[config.mk]
export PLATFORM = sky130hd
export DESIGN_NAME = int_sequencer
export DESIGN_NICKNAME = d
export VERILOG_FILES = /design/src/rtl/int_sequencer.sv
export SDC_FILE = /design/constraint.sdc
export NUM_CORES = 1
export LEC_CHECK = 0
export ABC_AREA = 1
export CAP_MARGIN = 20
export CORE_ASPECT_RATIO = 1.1
export CORE_MARGIN = 2
export CORE_UTILIZATION = 24
export CTS_CLUSTER_SIZE = 14
export DETAILED_ROUTE_END_ITERATION = 8
export GPL_TIMING_DRIVEN = 1
export PLACE_DENSITY = 0.57
export SYNTH_ARGS = -nofsm -noshare
export SYNTH_HDL_FRONTEND = slang
export SYNTH_SLANG_ARGS = --single-unit
[constraint.sdc]
create_clock -name clk -period 1.23 [get_ports clk]
set_input_delay 0.1845 -clock clk [delete_from_list [all_inputs] [get_ports clk]]
set_output_delay 0.1845 -clock clk [all_outputs]
set_load 0.01 [all_outputs]
[src/rtl/int_sequencer.sv]
// int_sequencer: priority interrupt controller in front of the CPU INT input.
// Synchronizes raw lines, tracks pending per source (edge or level), masks,
// picks the lowest-index eligible source and holds one request until the CPU
// accepts it, then blocks further requests until eret.
//
// Handshake: int_req is a held request. Once high it stays high, with int_id
// and int_vector frozen, until the cycle in which int_ack is sampled high.
// int_ack outside REQ and eret outside SERVICE are ignored.
module int_sequencer #(
    parameter int          N_SRC      = 8,
    parameter logic [31:0] VEC_BASE   = 32'h0000_0004,
    parameter int          VEC_STRIDE = 8
) (
    input  logic             clk,
    input  logic             reset,
    input  logic [N_SRC-1:0] irq_in,
    input  logic             cfg_we,
    input  logic [1:0]       cfg_addr,
    input  logic [31:0]      cfg_wdata,
    output logic [31:0]      cfg_rdata,
    output logic             int_req,
    input  logic             int_ack,
    input  logic             eret,
    output logic [3:0]       int_id,
    output logic [31:0]      int_vector,
    output logic [1:0]       state_dbg
);

    typedef enum logic [1:0] {
        S_IDLE    = 2'd0,
        S_REQ     = 2'd1,
        S_SERVICE = 2'd2
    } state_t;

    state_t           state, state_next;
    logic [N_SRC-1:0] sync1, sync2, prev;
    logic [N_SRC-1:0] mask, pending, edge_sel;
    logic [N_SRC-1:0] eligible, edge_set, w1c, ack_clr, pending_next;
    logic             ie, ie_next;
    logic [3:0]       id_next, winner;
    logic             ack_fire;
    logic             unused_wdata;

    assign unused_wdata = ^cfg_wdata;

    // Two-flop synchronizer plus one-cycle history for rising-edge detection.
    always_ff @(posedge clk or negedge reset) begin
        if (!reset) begin
            sync1 <= '0;
            sync2 <= '0;
            prev  <= '0;
        end else begin
            sync1 <= irq_in;
            sync2 <= sync1;
            prev  <= sync2;
        end
    end

    assign eligible = pending & mask;
    assign edge_set = sync2 & ~prev;
    assign w1c      = (cfg_we && cfg_addr == 2'd1) ? cfg_wdata[N_SRC-1:0] : '0;

    // Lowest set index wins; scanning downward lets the lowest index overwrite.
    always_comb begin
        winner = 4'd0;
        for (int i = N_SRC - 1; i >= 0; i--) begin
            if (eligible[i]) winner = 4'(i);
        end
    end

    // Next state, request latch and IE update.
    always_comb begin
        state_next = state;
        id_next    = int_id;
        ie_next    = ie;
        ack_fire   = 1'b0;
        case (state)
            S_IDLE: begin
                if (ie && (eligible != '0)) begin
                    state_next = S_REQ;
                    id_next    = winner;
                end
            end
            S_REQ: begin
                if (int_ack) begin
                    state_next = S_SERVICE;
                    ie_next    = 1'b0;
                    ack_fire   = 1'b1;
                end
            end
            S_SERVICE: begin
                if (eret) begin
                    state_next = S_IDLE;
                    ie_next    = 1'b1;
                end
            end
            default: state_next = S_IDLE;
        endcase
        // Software may only change IE while nothing is requested or in service.
        if (cfg_we && cfg_addr == 2'd3 && state == S_IDLE) ie_next = cfg_wdata[0];
    end

    // Acceptance clears only the accepted source; a same-cycle edge still sets it.
    always_comb begin
        ack_clr = '0;
        for (int i = 0; i < N_SRC; i++) begin
            ack_clr[i] = ack_fire && (int_id == 4'(i));
        end
        pending_next = (edge_sel & ((pending & ~(w1c | ack_clr)) | edge_set))
                     | (~edge_sel & sync2);
    end

    // Controller state, configuration and pending registers.
    always_ff @(posedge clk or negedge reset) begin
        if (!reset) begin
            state    <= S_IDLE;
            int_id   <= 4'd0;
            ie       <= 1'b1;
            mask     <= '0;
            edge_sel <= '0;
            pending  <= '0;
        end else begin
            state   <= state_next;
            int_id  <= id_next;
            ie      <= ie_next;
            pending <= pending_next;
            if (cfg_we && cfg_addr == 2'd0) mask     <= cfg_wdata[N_SRC-1:0];
            if (cfg_we && cfg_addr == 2'd2) edge_sel <= cfg_wdata[N_SRC-1:0];
        end
    end

    // Register read mux; unused bits read as zero.
    always_comb begin
        cfg_rdata = 32'd0;
        case (cfg_addr)
            2'd0: cfg_rdata = 32'(mask);
            2'd1: cfg_rdata = 32'(pending);
            2'd2: cfg_rdata = 32'(edge_sel);
            2'd3: cfg_rdata = {24'd0, int_id, 2'b00, (state == S_SERVICE), ie};
            default: cfg_rdata = 32'd0;
        endcase
    end

    assign int_req    = (state == S_REQ);
    assign int_vector = VEC_BASE + 32'(int_id) * 32'(VEC_STRIDE);
    assign state_dbg  = state;

endmodule
==> impl_metrics.json <==
{
  "fin_nets": 439,
  "cts_buffer_depth": 2,
  "status": "complete, but fails checks",
  "crit_buf_inv": 2,
  "dr.first_iter.drc_count": 112,
  "vias": 2138,
  "fp-row-count": 40,
  "cts.clk_slew.worst_paths_ns": 0.07,
  "violations": "setup timing",
  "setup_viol_count_final": 15,
  "overflow": 0,
  "synth_seq_cells": 54,
  "hold_viol_final": 0,
  "die_y_um": 115,
  "max_stage_delay_ns": 0.54,
  "power_density_nw_per_um2": 1610,
  "avgSynthCellArea_um2": 8.71,
  "grt_pass1_vias": 2008,
  "crit_arrival_ns": 1.20,
  "fin_crit_ns": 1.39,
  "required_ns": 1.05,
  "critPathTopFamily": "flip-flops",
  "routabilityCongestion": 0.834,
  "place_hpwl_um": 4580,
  "rsz0062_at_grt": "yes",
  "layout_commonest_cell": "nand2_1",
  "timing.fmax_mhz": 722,
  "hold_class": "in -> reg",
  "ys_warn_count": 0,
  "clock_sinks": 54,
  "final-seq-area_um2": 1350,
  "mostFrequentLayoutCells": "nand2_1 (91), conb_1 (54), dfrtp_1 (53), buf_4 (31), clkdlybuf4s50_1 (19)",
  "core_um2": 11000,
  "die_area_um2": 12100,
  "io-pin-count": 118,
  "fin_crit_sh_pct": 113,
  "ys_seq_area_share_pct": 50.1,
  "grt.total_usage_pct": 10.4,
  "finalMaxSlewViolations": 0,
  "setup_tns_ns": -0.925,
  "syn2layout_area_growth_pct": 37.7,
  "synth.distinct_cells": 26,
  "ant_nets": 0,
  "start_util_pct": 24.6,
  "cp_max_fo": 2,
  "cts_root_buf": "clkbuf_16",
  "worstSetupPathType": "reg -> out",
  "fp.dieW_um": 105,
  "syn_inst": 310,
  "netlist_area_um2": 2700,
  "cts_tree": "built",
  "antenna_found_initial": 0,
  "routed_via_density": 3.97,
  "routed_wl_um": 6110,
  "multi_input_area_um2": 1210,
  "fin_util_pct": 33.9,
  "post-place-ws_ns": -0.889,
  "port_buffers": 39,
  "holdWs_ns": 0.328,
  "placed_area_um2": 3350,
  "drcViolationCount": 0,
  "setup_slack_ns": -0.155,
  "nFillCells": 1100,
  "drive_gt1_share_pct": 33.4,
  "worstSetupEndpointType": "output pin",
  "clock_skew_ns": 0.00287,
  "max_cap_violations": 0,
  "crit_path_start_kind": "flip-flop",
  "cp_cell_sequence": "inv_2 -> o2111ai_2 -> buf_2",
  "crit_slowest_cell": "dfstp_2",
  "vdd_drop_max_uv": 636,
  "grt_start_max_net_pins": 55,
  "cts_buffers": 5,
  "power.leakage_nw": 1.84,
  "fin_area_um2": 3720,
  "n_antenna_cell": 0,
  "grt_pass1_wl_um": 9880,
  "h-tree-depth": 2,
  "insertion_delay_ns": 0.29,
  "first_pass_iters": 4,
  "wire_per_inst_um": 11.3
}
flip-flops by register name, indices dropped and copies added (netlist names):
signal,cells
edge_sel,8
mask,8
pending,8
prev,8
sync1,8
sync2,8
int_id,3
state_dbg,2
ie,1
stage by stage:
step                instances  total power (W)
global route              539          0.00634
CTS                       535          0.00581
global placement          526          0.00401
floorplan                 362          0.00317
finish                    539          0.00597
detailed placement        526          0.00405
where the power goes:
group          switching [W]  internal (W)
Clock               0.000610       0.00101
Sequential          0.000163       0.00203
Combinational        0.00117       0.00100
area by class of cell:
type                       count  share of cell area, %
clock buffer                   6                   3.73
multi-input combinational    227                   32.6
sequential                    54                   36.3
tap                          147                   4.94
timing repair buffer          82                   19.2
inverter                      22                   2.35
clock inverter                 1                  0.807
layer usage:
layer,track usage (%),vias to the layer above,wire length (um)
li1,-,1032,-
met5,0,-,0
met4,2.93,0,55
met2,18.1,90,3040
met3,2.32,5,366
met1,13.0,1011,2640
logic make-up (layout without fill, tap and decap cells):
logic type             Yosys count  in the layout  synth area share [%]
and+or+nand+nor                137            137                  20.9
buffers and inverters           81            111                  19.9
DFF                             54             54                  50.1
AOI/OAI and AO/OA               36             36                  8.80
other                            2             54                 0.278
cell usage after synthesis:
library cell	n	area (um2)
nor2_1	14	52.6
o21ai_0	12	60.1
o21a_1	1	7.51
dfstp_2	1	26.3
o2111ai_1	5	43.8
or2_4	1	8.76
nand3_1	12	60.1
nand4_1	1	6.26
nand2_1	101	379
inv_1	20	75.1
nor2_2	2	12.5
o21bai_1	1	7.51
inv_2	1	3.75
nor3_1	1	5.00
inv_6	1	8.76
nand2_2	2	12.5
buf_4	57	428
conb_1	2	7.51
dfrtp_1	53	1330
a2bb2oi_1	1	8.76
a21oi_1	1	5.00
o21ai_1	7	35.0
buf_6	2	22.5
o21ai_2	8	70.1
nand2_4	2	22.5
or2_2	1	6.26
timing repair:
action	CTS	global route
endpoints found under the setup margin	37	22
pin swaps	11	13
buffers inserted	1	5
endpoints found under the hold margin	53	0
gates resized for setup	122	32
hold buffers	1	0
worst paths after layout:
path	start	to	slack [ns]	cells after the start
hold / removal	irq_in[6]	sync1[6]$_DFF_PN0_	0.33	1
min in group asynchronous	reset	sync1[1]$_DFF_PN0_	0.40	3
setup / recovery	ie$_DFFE_PN1P_	cfg_rdata[0]	-0.16	3
hold reg to reg	sync1[5]$_DFF_PN0_	sync2[5]$_DFF_PN0_	0.35	0
setup reg to reg	state_dbg[1]$_DFFE_PN0P_	pending[1]$_DFF_PN0_	-0.07	7
max in group asynchronous	reset	ie$_DFFE_PN1P_	0.51	3
(Power assumes the default switching activity.)
